### config.mk
export PLATFORM = sky130hd
export DESIGN_NAME = sample_stream_arbiter
export DESIGN_NICKNAME = d
export VERILOG_FILES = /design/src/rtl/sample_stream_pkg.sv /design/src/rtl/rr_priority_picker.sv /design/src/rtl/sample_stream_arbiter.sv
export SDC_FILE = /design/constraint.sdc
export NUM_CORES = 1
export LEC_CHECK = 0
export CAP_MARGIN = 15
export CORE_MARGIN = 3
export CORE_UTILIZATION = 30
export DETAILED_ROUTE_END_ITERATION = 10
export GPL_ROUTABILITY_DRIVEN = 0
export PLACE_DENSITY_LB_ADDON = 0.3
export SLEW_MARGIN = 40
export SYNTH_ARGS = -nofsm -noshare
export SYNTH_HDL_FRONTEND = slang
export SYNTH_SLANG_ARGS = --single-unit
### constraint.sdc
create_clock -name clk -period 5.71 [get_ports clk]
set_clock_uncertainty 0.1 [all_clocks]
set_input_delay 1.142 -clock clk [delete_from_list [all_inputs] [get_ports clk]]
set_output_delay 1.142 -clock clk [all_outputs]
set_load 0.02 [all_outputs]
### src/rtl/sample_stream_pkg.sv
// Shared types and sizing helpers for the sample stream arbiter.
package sample_stream_pkg;

   typedef enum logic [0:0] {
      StIdle,
      StGrant
   } state_t;

   localparam int unsigned DefNumReq   = 4;
   localparam int unsigned DefMaxBurst = 16;

   localparam int unsigned GRANT_W = $clog2(DefNumReq);
   localparam int unsigned CNT_W   = $clog2(DefMaxBurst + 1);

   function automatic int unsigned grant_width(input int unsigned num_req);
      return $clog2(num_req);
   endfunction

   // Counter must hold MAX_BURST itself, since it never wraps.
   function automatic int unsigned cnt_width(input int unsigned max_burst);
      return $clog2(max_burst + 1);
   endfunction

endpackage

### src/rtl/rr_priority_picker.sv
// Combinational round-robin picker: first set request scanning upward from
// the slot after last_grant_i, wrapping around.
module rr_priority_picker #(
   parameter int unsigned NUM_REQ = 4,
   parameter int unsigned GRANT_W = 2
) (
   input  logic [NUM_REQ-1:0] req_i,
   input  logic [GRANT_W-1:0] last_grant_i,
   output logic [GRANT_W-1:0] grant_o,
   output logic               any_req_o
);

   int unsigned        idx;
   logic [GRANT_W-1:0] idx_g;

   always_comb begin
      grant_o   = '0;
      any_req_o = 1'b0;
      idx       = 0;
      idx_g     = '0;
      // Offset 1..NUM_REQ so last_grant itself is checked last.
      for (int unsigned i = 1; i <= NUM_REQ; i++) begin
         idx   = (32'(last_grant_i) + i) % NUM_REQ;
         idx_g = GRANT_W'(idx);
         if (!any_req_o && req_i[idx_g]) begin
            any_req_o = 1'b1;
            grant_o   = idx_g;
         end
      end
   end

endmodule

### src/rtl/sample_stream_arbiter.sv
// Round-robin, packet-locking arbiter sharing one registered valid/ready
// sample stream output between NUM_REQ requesters.
module sample_stream_arbiter
   import sample_stream_pkg::*;
#(
   parameter int unsigned NUM_REQ    = 4,
   parameter int unsigned DATA_WIDTH = 8,
   parameter int unsigned MAX_BURST  = 16
) (
   input  logic                          clk,
   input  logic                          reset_n,
   input  logic [NUM_REQ-1:0]            req_valid,
   output logic [NUM_REQ-1:0]            req_ready,
   input  logic [NUM_REQ*DATA_WIDTH-1:0] req_data,
   input  logic [NUM_REQ-1:0]            req_last,
   output logic                          stream_out_valid,
   input  logic                          stream_out_ready,
   output logic [DATA_WIDTH-1:0]         stream_out_data,
   output logic                          stream_out_last,
   output logic [$clog2(NUM_REQ)-1:0]    grant_id,
   output logic                          grant_active
);

   localparam int unsigned GW = grant_width(NUM_REQ);
   localparam int unsigned CW = cnt_width(MAX_BURST);

   state_t                  state_q, state_d;
   logic [GW-1:0]           grant_q, grant_d;
   logic [GW-1:0]           last_grant_q, last_grant_d;
   logic [CW-1:0]           cnt_q, cnt_d;
   logic                    valid_q, valid_d;
   logic                    last_q, last_d;
   logic [DATA_WIDTH-1:0]   data_q, data_d;

   logic [GW-1:0]           pick;
   logic                    any_req;
   logic                    slot_free;
   logic                    accept;
   logic                    g_valid;
   logic                    g_last;
   logic [DATA_WIDTH-1:0]   g_data;

   rr_priority_picker #(
      .NUM_REQ (NUM_REQ),
      .GRANT_W (GW)
   ) u_picker (
      .req_i        (req_valid),
      .last_grant_i (last_grant_q),
      .grant_o      (pick),
      .any_req_o    (any_req)
   );

   // Output slot can take a new beat if empty or draining this cycle.
   assign slot_free = !valid_q || stream_out_ready;
   assign g_valid   = req_valid[grant_q];
   assign g_last    = req_last[grant_q];
   assign g_data    = req_data[32'(grant_q) * DATA_WIDTH +: DATA_WIDTH];

   always_comb begin
      state_d      = state_q;
      grant_d      = grant_q;
      last_grant_d = last_grant_q;
      cnt_d        = cnt_q;
      req_ready    = '0;
      accept       = 1'b0;
      unique case (state_q)
         StIdle: begin
            if (any_req) begin
               grant_d = pick;
               cnt_d   = '0;
               state_d = StGrant;
            end
         end
         StGrant: begin
            req_ready[grant_q] = slot_free;
            accept             = g_valid && slot_free;
            if (accept) begin
               cnt_d = cnt_q + 1'b1;
               if (g_last || (cnt_q == CW'(MAX_BURST - 1))) begin
                  state_d      = StIdle;
                  last_grant_d = grant_q;
               end
            end
         end
         default: state_d = StIdle;
      endcase
   end

   always_comb begin
      valid_d = valid_q;
      data_d  = data_q;
      last_d  = last_q;
      if (accept) begin
         valid_d = 1'b1;
         data_d  = g_data;
         last_d  = g_last;
      end else if (stream_out_ready) begin
         valid_d = 1'b0;
      end
   end

   always_ff @(posedge clk or negedge reset_n) begin
      if (!reset_n) begin
         state_q      <= StIdle;
         grant_q      <= '0;
         last_grant_q <= GW'(NUM_REQ - 1);
         cnt_q        <= '0;
         valid_q      <= 1'b0;
         data_q       <= '0;
         last_q       <= 1'b0;
      end else begin
         state_q      <= state_d;
         grant_q      <= grant_d;
         last_grant_q <= last_grant_d;
         cnt_q        <= cnt_d;
         valid_q      <= valid_d;
         data_q       <= data_d;
         last_q       <= last_d;
      end
   end

   assign stream_out_valid = valid_q;
   assign stream_out_data  = data_q;
   assign stream_out_last  = last_q;
   assign grant_id         = grant_q;
   assign grant_active     = (state_q == StGrant);

endmodule

==> out/qor.yml <==
synth:
  yosysWarnings: 0
  synth_ff_type: "dfrtp_1"
  synth_area_leader_cell: "dfrtp_1"
  synthArstFlopShare: 1.00
  ys_seq_area_frac: 0.412
  synth_top_area_share: 0.369
  netlist_top_cells_area: "dfrtp_1, mux4_1, mux4_2"
  syn_area_um2: 1220
  synth_edf_count: 0
  syn_nets: 140
  syn_inst: 95
  yosysUniqueCellTypes: 34
  synth.avg_cell_area_um2: 12.9
  ys_ff_latch: 20
clock_network:
  path_clk_slew_ns: 0.07
  postCtsSetupRepairBufs: 0
  clkSinkCount: 20
  tritoncts.num_buffers: 3
  insertion_delay_ns: 0.26
  clockBufferDepth: 2
  ctsHoldBuffers: 0
  htree_num_levels: 1
  cts_tree: "built"
  cts_resized: 0
  cts_root_buffer: "clkbuf_8"
timing:
  fmax_mhz: 245
  min_period_ns: 4.08
  setup_viol: 0
  period_share: 0.715
  rsz0062_at_grt: "no"
  finalHoldViolCount: 0
  worst_pin_slew_ns: 0.644
  maxSlewHeadroom: 0.570
  maxSlewViolCount: 0
  finalSetupTns_ns: 0
placement:
  place_hpwl_um: 2360
  io_buffers: 59
critical_path:
  crit_path_max_fanout: 5
  worst_r2r_path_depth: 4
  cp.depth: 6
  end_kind: "output pin"
  cp_cell_sequence: "clkdlybuf4s50_1 -> nand2b_1 -> and2_1 -> nand2_1 -> nor2_1 -> clkdlybuf4s50_1"
  r2r_start: "grant_id[1]"
  critPathTopFamily: "buffers and inverters"
  max_stage_delay_ns: 0.62
  start_kind: "input pin"
  timing.rr.end: "last_grant_q[1]"
  rrSetupSlack_ns: 3.58
  cp.required_ns: 4.47
  cp_common_cell: "clkdlybuf4s50_1"
  cp.buffers_inverters: 2
  cp_slowest_cell: "clkdlybuf4s50_1"
  critPathKind: "input pin to output pin"
  worstPathArrival_ns: 2.84
worst_hold_path:
  hold_class: "register to register"
  hold-path-endpoint: "cnt_q[3]"
  hold_start: "cnt_q[3]"
  whs_path_depth: 1
die:
  die-width_um: 69.8
  rows: 22
  die_area_um2: 4870
  io_pins: 60
  die_h_um: 69.8
  start_util: 0.321
  coreArea_um2: 3800
final_layout:
  drive_gt1_frac: 0.184
  layout_common_cells: "clkdlybuf4s50_1, dfrtp_1, nand2_1, mux2_2"
  final_common_cell: "clkdlybuf4s50_1"
  num_antenna_cells: 0
  final_nets: 198
  fillers: 341
  seqCellArea_um2: 504
  syn_to_final_growth_pct: 55.5
  multi_input_area_um2: 667
  final_util: 0.500
detailed_routing:
  drtPass1Iterations: 4
  drc: 0
  viasPerCell: 5.03
  wl_per_cell_um: 15.6
  finalWirelength_um: 3130
  ant_nets: 0
  vias: 1006
  drt_first_iter_violations: 27
global_routing:
  first_global_vias: 1117
  grt_pass1_wl_um: 5380
  grt_max_degree: 21
  antenna_found_initial: 0
  grt.total_usage: 0.137
  overflow: 0
power:
  pwr_density_cell_nw_per_um2: 504
  fin_total_pwr_w: 0.000957
  p_leak_nw: 0.767
  vdd_ir_drop_max_uv: 249
status:
  run_status: "finished, final reports clean"
run:
  maxCapViolCount: 0
## Yosys cell counts (2+ instances only)
master / instances
mux2i_1: 2
inv_1: 3
dfrtp_1: 18
mux2_4: 3
mux4_2: 5
nor2_1: 3
ha_1: 2
a21oi_1: 3
o211ai_1: 2
mux4_1: 5
nand2_1: 8
buf_6: 2
nand2b_1: 2
dfstp_2: 2
mux2_2: 8
nand3_1: 5
and3_1: 2
o21ai_0: 4
## layer usage
metal / wire length (um) / vias to the layer above / share of wire / GRT usage
met5: 0 / - / 0 / 0
met4: 13 / 0 / 0.0042 / 0.0319
met3: 183 / 2 / 0.059 / 0.0391
met2: 1740 / 36 / 0.56 / 0.256
met1: 1180 / 493 / 0.38 / 0.150
li1: - / 475 / - / -
## where the power goes
| part | leakage [nW] | switching, W | internal, W |
|---|---|---|---|
| clock network | 0.0357 | 0.0000460 | 0.0000935 |
| logic | 0.493 | 0.000219 | 0.000294 |
| registers | 0.238 | 0.0000898 | 0.000215 |
## how the worst max path moves through the flow
stage | startpoint | end
after global routing | stream_out_ready | req_ready[0]
after detailed placement | stream_out_ready | req_ready[2]
final | stream_out_ready | req_ready[2]
after floorplan | stream_out_ready | req_ready[0]
after CTS | stream_out_ready | req_ready[2]
after global placement | stream_out_ready | req_ready[0]
## cell families (layout without fill, tap and decap cells)
group / count (synthesis) / in the layout / share of synthesized area
AOI/OAI and AO/OA: 12 / 12 / 0.0615
buffers and inverters: 9 / 66 / 0.0420
and+or+nand+nor: 29 / 29 / 0.137
DFF: 20 / 20 / 0.412
adders and majority gates: 2 / 2 / 0.0205
muxes: 23 / 23 / 0.327
## stage by stage
step	setup slack, ns	cells	instance area (um^2)	hold WS, ns
5_1_grt	1.53	200	1900	0.432
2_1_floorplan	2.43	95	1220	0.344
3_3_place_gp	1.68	196	1830	0.361
6_report	1.63	200	1900	0.390
4_1_cts	1.61	200	1900	0.394
3_5_place_dp	1.61	196	1830	0.384
## sequential cells by signal (all words and copies together), names as in the netlist
register / count
last_grant_q: 2
grant_id: 2
stream_out_data: 8
grant_active: 1
stream_out_valid: 1
stream_out_last: 1
cnt_q: 5
## area by class of cell
| type | count | area share |
|---|---|---|
| clock buffers | 3 | 0.0217 |
| clock inverters | 1 | 0.0158 |
| inverters | 3 | 0.00593 |
| multi-input cells | 66 | 0.351 |
| flip-flops and latches | 20 | 0.265 |
| well taps | 48 | 0.0316 |
| repair buffers | 59 | 0.308 |
No activity file was read; power rests on OpenSTA's default activity.
